==> src/rtl/main_mem_arbiter_pkg.sv <==
// Shared Frost32 memory-interface types plus the arbiter's own state and
// requester bundles.
package PkgFrost32Cpu;
  typedef enum logic {
    DiatRead  = 1'b0,
    DiatWrite = 1'b1
  } DataInoutAccessType;

  // Dias32 encodes as 0 so an all-zero request is a plain 32-bit read.
  typedef enum logic [1:0] {
    Dias32 = 2'd0,
    Dias16 = 2'd1,
    Dias8  = 2'd2
  } DataInoutAccessSize;
endpackage

package PkgMainMem;
  import PkgFrost32Cpu::*;

  typedef struct packed {
    logic               req_mem_access;
    logic [31:0]        addr;
    logic [31:0]        data;
    DataInoutAccessType access_type;
    DataInoutAccessSize access_size;
  } PortIn_MainMem;

  typedef struct packed {
    logic [31:0] data;
  } PortOut_MainMem;
endpackage

package PkgMainMemArbiter;
  import PkgFrost32Cpu::*;

  localparam int NUM_PORTS = 2;

  typedef enum logic [1:0] {
    StIdle  = 2'd0,
    StIssue = 2'd1,
    StResp  = 2'd2
  } State;

  typedef struct packed {
    logic               req;
    logic [31:0]        addr;
    logic [31:0]        data;
    DataInoutAccessType access_type;
    DataInoutAccessSize access_size;
  } PortIn_Requester;

  typedef struct packed {
    logic        ack;
    logic [31:0] rdata;
  } PortOut_Requester;
endpackage

==> src/rtl/main_mem_arb_pick.sv <==
// Combinational winner select between the fetch (0) and data (1) requesters.
module main_mem_arb_pick #(
  parameter bit ROUND_ROBIN = 1'b1
) (
  input  logic req0,
  input  logic req1,
  input  logic last_grant,
  output logic any_req,
  output logic winner
);

  always_comb begin
    any_req = req0 | req1;
    winner  = req1;
    // On contention, round-robin favours whoever did not win last time.
    if (req0 && req1) winner = ROUND_ROBIN ? ~last_grant : 1'b1;
  end

endmodule

==> src/rtl/main_mem_arbiter.sv <==
// Two-port arbiter in front of the single-ported MainMem; every granted
// access runs IDLE -> ISSUE -> RESP and acks in RESP.
module main_mem_arbiter
  import PkgFrost32Cpu::*;
  import PkgMainMem::*;
  import PkgMainMemArbiter::*;
#(
  parameter bit ROUND_ROBIN      = 1'b1,
  parameter bit RESET_LAST_GRANT = 1'b1
) (
  input  logic               clk,
  input  logic               reset,
  input  logic               req0,
  input  logic [31:0]        addr0,
  input  logic [31:0]        wdata0,
  input  DataInoutAccessType type0,
  input  DataInoutAccessSize size0,
  output logic               ack0,
  output logic [31:0]        rdata0,
  input  logic               req1,
  input  logic [31:0]        addr1,
  input  logic [31:0]        wdata1,
  input  DataInoutAccessType type1,
  input  DataInoutAccessSize size1,
  output logic               ack1,
  output logic [31:0]        rdata1,
  output PortIn_MainMem      mem_in,
  input  PortOut_MainMem     mem_out
);

  PortIn_Requester  [NUM_PORTS-1:0] rq;
  PortOut_Requester [NUM_PORTS-1:0] rsp;

  State                 state;
  logic                 last_grant;
  logic                 grant;
  logic [NUM_PORTS-1:0] ack_q;
  logic                 any_req;
  logic                 winner;

  assign rq[0] = '{req: req0, addr: addr0, data: wdata0,
                   access_type: type0, access_size: size0};
  assign rq[1] = '{req: req1, addr: addr1, data: wdata1,
                   access_type: type1, access_size: size1};

  main_mem_arb_pick #(
    .ROUND_ROBIN(ROUND_ROBIN)
  ) u_pick (
    .req0      (rq[0].req),
    .req1      (rq[1].req),
    .last_grant(last_grant),
    .any_req   (any_req),
    .winner    (winner)
  );

  // MainMem already registers its read data, so it is steered straight out.
  generate
    for (genvar p = 0; p < NUM_PORTS; p++) begin : g_rsp
      assign rsp[p] = '{ack: ack_q[p],
                        rdata: (state == StResp && grant == 1'(p)) ? mem_out.data : 32'h0};
    end
  endgenerate

  assign ack0   = rsp[0].ack;
  assign rdata0 = rsp[0].rdata;
  assign ack1   = rsp[1].ack;
  assign rdata1 = rsp[1].rdata;

  always_ff @(posedge clk or posedge reset) begin
    if (reset) begin
      state      <= StIdle;
      last_grant <= RESET_LAST_GRANT;
      grant      <= 1'b0;
      ack_q      <= '0;
      mem_in     <= '0;
    end else begin
      case (state)
        StIdle: begin
          ack_q <= '0;
          mem_in.req_mem_access <= 1'b0;
          if (any_req) begin
            // Latch the winner's request; requester inputs are ignored from here on.
            mem_in <= '{req_mem_access: 1'b1,
                        addr:           rq[winner].addr,
                        data:           rq[winner].data,
                        access_type:    rq[winner].access_type,
                        access_size:    rq[winner].access_size};
            grant      <= winner;
            last_grant <= winner;
            state      <= StIssue;
          end
        end
        StIssue: begin
          mem_in.req_mem_access <= 1'b0;
          ack_q[grant]          <= 1'b1;
          state                 <= StResp;
        end
        StResp: begin
          ack_q <= '0;
          state <= StIdle;
        end
        default: begin
          ack_q <= '0;
          mem_in.req_mem_access <= 1'b0;
          state <= StIdle;
        end
      endcase
    end
  end

endmodule

==> config.mk <==
export PLATFORM = sky130hd
export DESIGN_NAME = main_mem_arbiter
export DESIGN_NICKNAME = d
export VERILOG_FILES = /design/src/rtl/main_mem_arbiter_pkg.sv /design/src/rtl/main_mem_arb_pick.sv /design/src/rtl/main_mem_arbiter.sv
export SDC_FILE = /design/constraint.sdc
export NUM_CORES = 1
export LEC_CHECK = 0
export ABC_CLOCK_PERIOD_IN_PS = 5300
export CAP_MARGIN = 15
export CELL_PAD_IN_SITES_DETAIL_PLACEMENT = 0
export CELL_PAD_IN_SITES_GLOBAL_PLACEMENT = 1
export CORE_UTILIZATION = 25
export CTS_CLUSTER_SIZE = 24
export DETAILED_ROUTE_END_ITERATION = 10
export HOLD_SLACK_MARGIN = 0.15
export MAX_ROUTING_LAYER = met4
export PLACE_DENSITY = 0.82
export SLEW_MARGIN = 20
export SYNTH_ARGS = -nofsm -noshare
export SYNTH_HDL_FRONTEND = slang
export SYNTH_SLANG_ARGS = --single-unit
==> constraint.sdc <==
create_clock -name clk -period 5.3 [get_ports clk]
set_input_delay 1.325 -clock clk [delete_from_list [all_inputs] [get_ports clk]]
set_output_delay 1.325 -clock clk [all_outputs]
set_load 0.02 [all_outputs]
Word-level counts from Yosys, hierarchy flattened
Index checks and enable logic that the tools add are counted.
{ "word_totals": {"out_inout_bits": 134, "regBits": 74, "elab_cells": 37, "input_bits": 170} }
{ "op_classes": {"n_eq_ne": 3, "n_reduce_logical": 6, "magnitude_cmp": 3, "n_bitwise": 4, "n_mux": 12} }
{ "op_table": {"columns": ["op", "count"], "rows": [
  ["67-bit 2-to-1 mux", 2],
  ["68-bit 2-to-1 mux", 1],
  ["32-bit 2-to-1 mux", 2],
  ["1-bit logical AND", 4],
  ["1-bit by 2-bit less-than comparator with 1-bit output, second input constant", 2],
  ["2-bit 2-to-1 mux", 2],
  ["2-bit case mux with 2 select lines", 1],
  ["2-bit by 1-bit == test with 1-bit output, second input constant", 1],
  ["2-bit == test, second input constant", 1],
  ["2-bit logical NOT", 1],
  ["1-bit 2-to-1 mux", 2],
  ["2-bit != test, second input constant", 1],
  ["1-bit NOT", 2],
  ["2-bit OR", 1],
  ["1-bit case mux with 2 select lines", 1],
  ["2-bit AND reduction", 1],
  ["1-bit demux with 1-bit select", 1],
  ["1-bit greater-or-equal comparator, second input constant", 1],
  ["1-bit OR", 1]
]} }

Logic depth before layout (Yosys ltp)
Gate-level depths: netlist of run 1.
{ "depth": {"word_depth": 6, "mapped_depth": 6, "mapped_depth_nobuf": 4} }

By module
From an unflattened synthesis of run 1, not the netlist that was laid out.
{ "hier_totals": {"hier_cells": 309, "hier_area_um2": 4060.1} }
{ "modules_own_cells": {"columns": ["mod", "area_per_inst_um2", "seq_area_each_um2", "n_inst", "cells_per_inst"], "rows": [
  ["main_mem_arbiter", 4046.4, 1853.0, 1, 307],
  ["main_mem_arb_pick", 13.8, 0.0, 1, 2]
]} }

Worst setup path before layout of run 1
No wires, ideal clock.
{ "synth_path": {"kind": "in2out", "startpoint": "input port mem_out[0] in the netlist's numbering", "endpoint": "output port rdata0[0]", "t_required_ns": 3.975, "path_stages": 1, "n_path_buf": 0, "arrival_ns": 1.535, "path_slack_ns": 2.440, "cell_sequence": "and2_1"} }
{ "synth_via": {"elab_chain_cells": 1} }
{ "synth_rtl": {"columns": ["element", "line_no", "text"], "rows": [
  ["start, declared", "main_mem_arbiter.sv:28", "input PortOut_MainMem mem_out"],
  ["32-bit 2-to-1 mux", "main_mem_arbiter.sv:60", "rdata: (state == StResp && grant == 1'(p)) ? mem_out.data : 32'h0};"],
  ["end, declared", "main_mem_arbiter.sv:19", "output logic [31:0] rdata0,"]
]} }
No other way between the ends.

Worst setup path in the final report of run 1
{ "layout_path": {"startpoint": "input port mem_out[11] in the netlist's numbering", "endpoint": "output port rdata1[11]"} }
{ "layout_via": {"elab_chain_cells": 1} }
{ "layout_rtl": {"columns": ["element", "line_no", "text"], "rows": [
  ["32-bit 2-to-1 mux", "main_mem_arbiter.sv:60", null],
  ["end, declared", "main_mem_arbiter.sv:26", "output logic [31:0] rdata1,"]
]} }
No other way between the ends.

==> impl_summary.md, run 1 <==
Critical path
The critical path goes through clkdlybuf4s50_1, and2_1, clkdlybuf4s50_1. The type of element capturing the critical path is a primary output. The register-to-register setup slack is around 3000 ps. The largest fanout on the critical path is 2. The worst setup path is launched from an input pin. The number of cells traversed by the worst register-to-register path is 5.

The classification of the worst setup path is in -> out. For the worst setup path, the data required time is 3970 ps. The most numerous cell on the critical path is clkdlybuf4s50_1. The delay of the slowest critical-path stage is approximately 600 ps. Among all stages on the critical path, the largest delay is contributed by clkdlybuf4s50_1. At the worst endpoint, the arrival time is 2580 ps.

Clock network
The CTS tree is built. In this run, post-CTS repair resized a total of 0 instances. The clock passes through at most 2 buffers.

The clock reaches the later pin of the worst-skew pair after 340 ps. The cell at the root of the clock tree is clkbuf_16. Buffers inserted during clock tree synthesis total 9. The H-tree depth is 3.

The clock sink count is 74. The buffer count from post-CTS setup fixing is 0. The number of hold-repair buffers added at the cts stage is 0. The clock-pin slew of the registers on the worst-case setup and hold paths is roughly 50 ps.

STA
The worst clock skew is approximately 7.7 ps. The worst pin sits at a relative slew slack of 39.3%. Setup repair after global routing left no endpoint under its margin.

For the pin with the worst max-slew slack, the measured transition is just over 900 ps. The worst path uses about three quarters of the clock period. The final sum of negative setup slack is 0 ps. The total of endpoints with negative setup slack in the final report is 0. The timing-limited maximum frequency is 256 MHz. The clock period minus final worst setup slack is 3910 ps. The number of max-slew violations in the final report is 0. The final hold violation count was 0.

Logic synthesis
The post-synthesis cell count is 312. After synthesis, the cell types taking the most area are dfrtp_1 (44%), mux2_2 (26%), mux2_4 (14%). The flop and latch count out of synthesis is 74. The netlist area before placement is around 4100 um2. Of the synthesized area, sequential elements account for 44.8%. When the netlist entered floorplanning its net count stood at 482. The top cell type by area accounts for between 40% and 50% of the synthesized area. Averaged over all synthesized cells, the footprint is ~13 um2. The Yosys step of the flow raised 0 warnings. The count of distinct cell types in the synthesized netlist is 23.

The largest total area in the synthesized netlist belongs to dfrtp_1.

Floorplanning
The floorplan step defined a die boundary enclosing 17100 um2. The initial core utilization is 25.9%. In this run the count of I/O pins placed on the die edge is 304. The horizontal extent of the die is roughly 130 um. The die height is 131 um. The initialized floorplan defines 46 standard-cell rows. The region available for standard cell placement spans 16000 um2.

Route
After detailed routing, the met2 layer carries between 6 and 7 mm of wire. The final layout contains routed wiring with a total length of roughly 13 mm. The first TritonRoute pass finished after 4 iterations. For this block, wires on met1 add up to 4.73 mm. The met3 wire length is approximately 1.1 mm. After detailed routing, the number of vias per cell comes to approximately 4.3. The number of DRC markers in iteration 0 is between 70 and 80. In the final routed layout, each cell accounts on average for between 15 and 20 um. The number of nets still failing antenna checks after routing is 0. The highest metal layer with signal wires is met4. The via count is 3582.

The remaining routing DRC violations is 0.

Min path
Along the worst hold path, the cell count comes to 2. The worst hold-check path type is reg -> reg.

GRT
The number of global-route vias before repair is 3665. Entering global routing, the biggest net connects 69 pins. Across every metal layer, demand over resource in global routing totals around 15%. The number of antenna violations at the first check in global routing was 0. The first global-routing pass estimated 18.5 mm of wire. The residual overflow from global routing is 0.

Power and ir drop
The power per unit of standard cell area is about 500 nW/um2. After layout, the design draws a total of between 3 and 4 mW. The leakage power total is 3.14 nW. The worst-case IR drop observed on VDD is around 0.00028 V.

Place
At the end of routability-driven placement, the weighted congestion stood at around 0.7. Once placement completed, the tool counted placed cells totaling between 800 and 900. The detailed-placement wirelength estimate is slightly below 10 mm. The number of buffers inserted by port buffering is just over 300.

In this run the cell area measured after placement is between 7000 and 8000 um2.

Final layout
The number of cells in the finished layout apart from fillers is between 800 and 900. The number of nets in the finished design is 780. The share of final-layout standard cells stronger than drive strength 1 is approximately a quarter. Compared with the post-synthesis result, the final layout area differs by 85.4%.

The finished layout cell area is about 7700 um2.

Job
The tool flagged a number of max-cap violations equal to 0.

Run status
The flow ran to the end, and the final reports show no timing, DRC or antenna violations.
[final cells by class]
class                      instances  area [um2]
timing repair buffer             308        3080
tap                              216         270
inverter                           4        17.5
antenna                            1        2.50
clock inverter                     6        65.1
fill                            1481        8320
sequential                        74        1850
clock buffer                      10         229
multi-input combinational        213        2160
[critical path: cells and delay by family]
kind,cells,cell delay (ps)
and+or+nand+nor,1,140
buffers and inverters,2,1120
[synth_stat cells]
cell type  instances
dfstp_2            1
nand2b_1           1
a21o_1             1
buf_6              4
mux2_2            96
inv_1              3
nor3_1             1
a31oi_1            1
buf_2              9
a21oi_1            2
clkinv_1           1
nor3b_1            1
o21ai_2            1
clkbuf_1           6
and3b_1            1
nand3b_1           1
dfrtp_1           73
nand2_1            1
mux2_4            38
buf_4              2
and2_1            64
a21bo_1            1
nor2_1             3
[flip-flops by register name, summed over array words and instances (netlist names)]
name and cells:
ack_q 2, grant 1, last_grant 1, mem_in 68, state 2
[metrics by stage]
stage          setup slack, ps  util [%]  hold slack (ps)
2_1_floorplan             2100         -              478
3_3_place_gp              1380      46.0              479
6_report                  1390      48.0              502
5_1_grt                   1360      48.0              525
4_1_cts                   1370      47.8              507
3_5_place_dp              1380      46.0              494
[final timing paths]
kind / end / startpoint
hold / removal: ack_q[1] / ack_q[1]
max in group asynchronous: last_grant / reset
min in group asynchronous: mem_in[32] / reset
setup reg to reg: mem_in[60] / state[0]
hold reg to reg: ack_q[1] / ack_q[1]
setup / recovery: rdata1[11] / mem_out[11]
[metal layers]
metal / global-route usage [%] / vias up
li1: - / 1672
met1: 14.7 / 1725
met2: 27.5 / 177
met3: 4.68 / 8
met4: 4.26 / 0
met5: - / -
[kinds of logic after synthesis]
family          after synthesis  share of synthesized area [%]
simple gates                 73                           10.9
mux                         134                           39.9
flops                        74                           44.8
compound gates                6                           1.03
buf+inv                      25                           3.44
[power by group]
part / internal, mW / switching, mW
clock: 0.365 / 0.235
combinational: 1.22 / 0.984
sequential: 0.863 / 0.163
total: 2.45 / 1.38
[cell usage in the layout, fill, tap and decap left out]
cell type / n
and3b_1: 1
bufinv_16: 1
a21o_1: 1
clkinv_2: 4
clkbuf_1: 1
and2_1: 64
o21ai_2: 1
a21bo_4: 1
nand2_1: 1
nand2b_1: 1
nor2_1: 3
buf_4: 4
clkbuf_16: 9
mux2_2: 96
clkdlybuf4s50_1: 303
dfrtp_1: 73
buf_12: 1
mux2_4: 38
dfstp_2: 1
clkinvlp_4: 1
nor3b_2: 1
clkinv_4: 1
nor3_1: 1
diode_2: 1
inv_1: 2
a31oi_1: 1
a21oi_1: 2
nand3b_1: 1
inv_6: 1
(Power assumes the default switching activity.)
==> run 2, diff against run 1 <==
- ABC_CLOCK_PERIOD_IN_PS: 5300 -> 3800
- clock period: 5.3 -> 3.8 ns (I/O delays scaled with it)
==> run 2 against run 1 <==
Setup slack got worse by 880 ps. Utilization increased by 0.27 points. Critical path type is now reg -> out. Non-clock buffer count up 1. Largest cell class unchanged. Sequential cell count is the same. Global-route usage fell by 0.15 points. Worst hold slack improved by 3.7 ps. Power is 41% higher. Via count fell by 0.64%. Routed wire length is 1.3% lower. Register-to-register slack worse by 1200 ps. Critical path depth increased by 1. First-iteration DRC count unchanged.
==> impl_summary.md, run 2 (synthesis results as in run 1) <==
Power and ir drop
The worst-case IR drop observed on VDD is about 0.00043 V. The power per unit of standard cell area is roughly 700 nW/um2. The leakage power total is 3.15 nW.

Floorplanning
From left edge to right edge, the die measures between 100 and 150 um. The initial core utilization is 25.9%. Row generation in the floorplan step produced 46 rows. The die area is ~17000 um2. The floorplan step defined a core boundary enclosing about 16000 um2. The die height is approximately 130 um. The I/O pin count is between 300 and 400.

GRT
For this run the aggregate overflow at the end of global routing stands at 0. For this run, global-route usage on met2 was measured as 26.2%. The global-route usage over all layers is 14.7%. After global routing, the most crowded layer is met2. The number of antenna violations at the first check in global routing is 0. The maximum number of pins on one net before global-route repair is 47. The number of global-route vias before repair is approximately 3600. The first-pass GRT wire length is between 15 and 20 mm.

In the global route stage, met3 resource usage came out at under 10%. The global-route met1 utilization is 14.9%.

Final layout
The largest registers in the layout are mem_in (68), ack_q (2), state (2). The number of nets in the finished design is between 700 and 800. mem_in holds more flip-flops than any other register. The share of final-layout standard cells stronger than drive strength 1 is between 20% and 30%.

Once layout is complete, the cells apart from fillers number between 800 and 900. The repair_antennas step left the layout with diodes totalling 0. The register with the most flip-flops in the layout has a little under 70 of them. Leaving out fill and tap cells, the most frequent cell in the layout is clkdlybuf4s50_1. The area growth from synthesis to layout is 86.4%. Leaving out fill and tap cells, the most frequent cells in the layout are clkdlybuf4s50_1 (303), mux2_2 (96), dfrtp_1 (73), and2_1 (64), mux2_4 (38).

Clock network
TritonCTS built the clock tree. Gates resized during post-CTS repair numbered 0. The number of hold buffers added after CTS was 0. After clock tree synthesis, the setup repair step added 0 buffers.

The cell sitting at the root of the clock tree is a clkbuf_16. The clock sink count is 74. The maximum number of buffers from clock root to sink is 2. The clock-pin slew of the registers on the worst-case setup and hold paths is approximately 60 ps. The later pin in the worst-skew pair is clocked with a latency of ~340 ps. Buffers inserted during clock tree synthesis total 9. The H-tree depth is 3.

Route
Dividing the detail-routed wire length by the instance count gives around 15 um. The pre-antenna-repair detailed-routing pass consisted of 6 iterations. After the first detailed-routing iteration, the DRC count stood at 73. In the routed layout, each cell is associated on average with a via count of ~4.3.

Wires add up to 12.5 mm. The via count is 3559. The count of nets left with antenna violations once routing finished came out at 0. The remaining routing DRC violations is 0.

STA
Adding up every negative setup slack in the final design gives 0 ps. The timing-limited maximum frequency is between 300 and 400 MHz. The worst-margin pin slew is 671 ps. Setup repair after global routing left no endpoint under its margin. The number of max-slew violations in the final report is 0. The total of endpoints with negative setup slack in the final report is 0. The final hold violation count is 0. Measured against its own limit, the worst slew margin works out to between 50% and 60%.

Across the routed clock network, the largest skew measured is roughly 11 ps. The routed design could run at a clock period as short as approximately 3300 ps. In the post-route analysis, the smallest setup slack over all paths is 515 ps. The fraction of the cycle the final worst path needs is just under 90%.

Critical path
The register-to-register setup slack is about 1800 ps. The largest fanout on the critical path is 23. At the worst endpoint, the required time is 2850 ps. STA classifies the critical path endpoint as a primary output. The worst path buffer plus inverter count is 2.

The top cell family by delay on the critical path is buffers and inverters. In this design, the stage delay of the slowest critical-path cell is slightly above 600 ps. The origin of the critical flop-to-flop path is state[0]. The slowest stage of the critical path belongs to the cell clkdlybuf4s50_1. Traced cell by cell, the critical path runs through nor3b_2, buf_4, and2_1, clkdlybuf4s50_1.

In this run the critical register-to-register path is captured at mem_in[36]. Measured in cells, the most critical reg-to-reg path has a length of 5. The launching element type of the critical path is a flip-flop. The classification of the worst setup path is reg -> out. The data arrival time at the worst-slack endpoint is ~2300 ps.

Place
Port buffering added 303 buffers. At the end of routability-driven placement, the weighted congestion stood at between 0.7 and 0.8. The detailed-placement wirelength estimate is between 9 and 10 mm.

Once placement completed, the tool counted placed cells totaling roughly 820. The setup slack after placement is approximately 640 ps.

Min path
The start point of the worst hold path is mem_in[39]. The endpoint of the worst hold path is mem_in[39]. The worst hold-check path type is reg -> reg. Along the worst hold path, the cell count comes to 1.

Job
The max-capacitance violation count is 0.

Run status
The run finished with clean final reports.
-- run 2: changes by cell type in the layout (fill, tap and decap cells not counted), sizes merged --
| cell | before | now |
|---|---|---|
| clkbuf | 10 | 13 |
| clkinv | 5 | 2 |
| buf | 5 | 6 |
| diode | 1 | 0 |
-- run 2: per-layer routing --
metal / routed length, um / share of wire [%] / vias up
met5: 0 / 0 / -
met2: 6620 / 53 / 180
li1: - / - / 1672
met3: 1180 / 9.4 / 15
met1: 4510 / 36 / 1692
met4: 224 / 1.8 / 0
-- run 2: per-stage QoR --
stage	power (mW)	utilization, %	hold WS, ps	area [um2]
final	5.39	48.2	505	7720
after global routing	5.69	48.2	519	7720
after CTS	5.47	48.2	508	7720
after detailed placement	4.57	46.3	494	7410
after global placement	4.51	46.3	478	7410
after floorplan	3.15	-	478	4140
-- run 2: final cells by class --
type	instances	area [um2]
fillers	1487	8280
repair buffers	309	3120
multi-input cells	213	2160
flip-flops and latches	74	1850
well taps	216	270
clock buffers	13	260
clock inverters	3	46.3
inverters	4	17.5
-- run 2: where the power goes --
group / internal [mW] / switching (mW)
clock network: 0.547 / 0.327
registers: 1.20 / 0.225
logic: 1.72 / 1.37
total: 3.47 / 1.92
-- run 2: how the worst max path moves through the flow --
stage                      startpoint         end  slack (ps)  cells after the start
after CTS                    state[0]  rdata0[21]         460                      4
after floorplan                 reset    ack_q[0]         970                      1
final                        state[0]  rdata0[21]         510                      4
after global placement    mem_out[11]  rdata0[11]         630                      3
after detailed placement  mem_out[11]  rdata0[11]         640                      3
after global routing         state[1]   rdata0[5]         330                      4
==> run 3, diff against run 2 <==
- ABC_CLOCK_PERIOD_IN_PS: 3800 -> 3600
- CTS_CLUSTER_SIZE: 24 -> 10
- clock period: 3.8 -> 3.6 ns (I/O delays scaled with it)
==> run 3 against run 2 <==
Register-to-register slack worse by 100 ps. Final cell count up 0.12%. Clock skew down 4.1 ps. Non-clock buffer count up 2. Sequential power up 6%. Die area unchanged. Sequential cell count unchanged. Routed wire length up 0.83%. Worst hold slack worse by 2.3 ps. Critical path depth unchanged. Utilization up 0.29 points. Largest power group unchanged. Highest routed layer unchanged.
==> impl_summary.md, run 3 (synthesis results as in run 1) <==
Run status
The flow ran to the end, and the final reports show no timing, DRC or antenna violations.

Floorplanning
The floorplan step defined a die boundary enclosing approximately 17000 um2. The die is between 100 and 150 um wide. The die height is roughly 130 um.

The initial core utilization is 25.9%. 304 I/O pins were placed. After floorplanning, the core was divided into between 40 and 50 placement rows. The area of the core region is 16000 um2.

Critical path
The critical path endpoint is rdata0[21]. The top cell family by delay on the critical path is buffers and inverters. The origin of the critical flop-to-flop path is last_grant.

The number of cells traversed by the worst register-to-register path is 4. Walking the worst path, the cells encountered are nor3b_2, buf_4, and2_1, clkdlybuf4s50_1. In this run the critical register-to-register path is captured at mem_in[41].

Setup slack on the worst reg-to-reg path comes out at approximately 1700 ps. Along the worst path, the maximum fanout reaches 22. The worst setup path is of the reg -> out kind. The worst setup path is launched from a flip-flop. The largest individual stage delay along the critical path comes from the cell clkdlybuf4s50_1. The critical path starts at state[0].

The data arrival time at the worst-slack endpoint is between 2000 and 2500 ps. The delay of the slowest critical-path stage is roughly 620 ps. The logic depth of the worst setup path including buffers is 4. The worst path buffer plus inverter count is 2.

STA classifies the critical path endpoint as a primary output. The required time reported for the critical path endpoint is about 2700 ps.

Final layout
The share of final-layout standard cells stronger than drive strength 1 is between 20% and 30%. The top cell types in the final layout, fill and taps aside, are clkdlybuf4s50_1 (303), mux2_2 (96), dfrtp_1 (73), and2_1 (64), mux2_4 (38). The register with the most flip-flops in the final layout is mem_in. The number of antenna diodes is 0. The synthesis-to-layout area growth is 87.5%.

The library cell used most frequently in the layout, excluding fill and tap cells, is clkdlybuf4s50_1. The number of nets in the finished design is 783. In the final layout, the registers with the most flip-flops are mem_in (68), ack_q (2), state (2).

The number of flip-flops under the largest register name is a little under 70. The finished layout cell area is about 7800 um2.

Route
After detailed routing, the average wire length per cell comes to about 15 um. The number of search-and-repair iterations in the first detailed-routing pass is 4. In the routed layout, each cell is associated on average with a via count of around 4.3. The via count is 3564.

For this run, design rule violations remaining after detail routing come to 0. The detailed router finished its first iteration with around 100 violations. The detail route stage leaves a number of antenna-violating nets equal to 0. The wire length after detailed routing is 12.6 mm.

STA
Setup violations remaining at the end of the flow were counted as 0. The worst slew margin relative to its limit is 54.3%. The number of max-slew violations in the final report was 0.

The worst-margin pin slew is 685 ps. Setup repair after global routing left no endpoint under its margin. Between clock sinks in the finished design, the worst skew comes to 7.01 ps.

The final hold violation count is 0. The final critical path takes up approximately 91% of the cycle. The timing-limited maximum frequency is 305 MHz. The clock period minus final worst setup slack is ~3300 ps. The final sum of negative setup slack is 0 ps.

GRT
Global routing consumed, over all layers together, approximately 15% of the routing resources. The first global-routing pass estimated roughly 18 mm of wire. The number of antenna violations at the first check in global routing came to 0.

The maximum number of pins on one net before global-route repair is 41. Summed over all layers, the global routing overflow is 0. The number of global-route vias before repair was about 3600.

Power and ir drop
In this run the static leakage power is between 3 and 4 nW. The worst-case IR drop observed on VDD is between 0.0004 and 0.0005 V. For this design the ratio of total power to cell area is between 700 and 800 nW/um2.

Clock network
Buffers added to address setup during post-CTS repair amount to 0. The H-tree depth is 3. The maximum number of buffers from clock root to sink is 2.

The clock sink count is 74. The TritonCTS buffer count is 9. The clock-pin slew of the registers on the worst-case setup and hold paths is about 60 ps. Post-CTS repair changed the size of 0 cells. The CTS tree is built. The cell at the root of the clock tree is clkbuf_16.

The source-to-sink clock delay at the later pin of the worst-skew pair is ~340 ps. The number of hold-repair buffers added at the cts stage is 0.

Place
The placed instances occupy a cell area of about 7400 um2. The count of buffers added on input and output ports is between 300 and 400. After legalization and detailed placement, the total HPWL measured 10.1 mm. The congestion estimate from routability-driven global placement came to between 0.6 and 0.7.

Job
Max-cap violations in this run came to 0.

Min path
The worst hold-check path type is reg -> reg.
-- run 3: layout make-up --
type | count | area, um2
Fill cell | 1447 | 8240
Inverter | 4 | 17.5
Tap cell | 216 | 270
Clock buffer | 9 | 225
Multi-Input combinational cell | 213 | 2160
Timing Repair Buffer | 311 | 3110
Clock inverter | 6 | 138
Sequential cell | 74 | 1850
-- run 3: worst min path at each step --
| stage | to | from | cells past startpoint |
|---|---|---|---|
| final | mem_in[31] | mem_in[31] | 1 |
| after global routing | mem_in[31] | mem_in[31] | 1 |
| after CTS | mem_in[21] | mem_in[21] | 1 |
| after detailed placement | mem_in[3] | mem_in[3] | 1 |
| after global placement | ack_q[1] | ack_q[1] | 2 |
| after floorplan | ack_q[0] | grant | 1 |
-- run 3: per-stage QoR --
step,total power [mW],hold WS [ps],utilization [%],setup WS [ps],std cells
final,5.85,503,48.5,322,833
after global routing,6.16,519,48.5,164,833
after CTS,5.94,509,48.5,267,833
after detailed placement,4.80,492,46.3,530,818
after global placement,4.75,480,46.3,527,818
after floorplan,3.32,478,-,820,312
-- run 3: power breakdown --
group          switching, mW  total, mW  internal, mW
logic                   1.44       3.24          1.80
clock network          0.347       1.09         0.746
registers              0.243       1.51          1.27
-- run 3: per-layer routing --
metal | routed length, um | up-vias | share of wire (%) | GRT usage [%]
met2 | 6660 | 178 | 53 | 26.1
met4 | 193 | 0 | 1.5 | 5.88
met5 | 0 | - | 0 | -
met1 | 4630 | 1694 | 37 | 15.0
li1 | - | 1680 | - | -
met3 | 1160 | 12 | 9.2 | 4.32
-- run 3: worst reg2reg max path: stages, from the launching register on --
cell and delay (ps):
dfstp_2 550, a21bo_4 220, buf_4 360, mux2_2 410, mux2_2 270
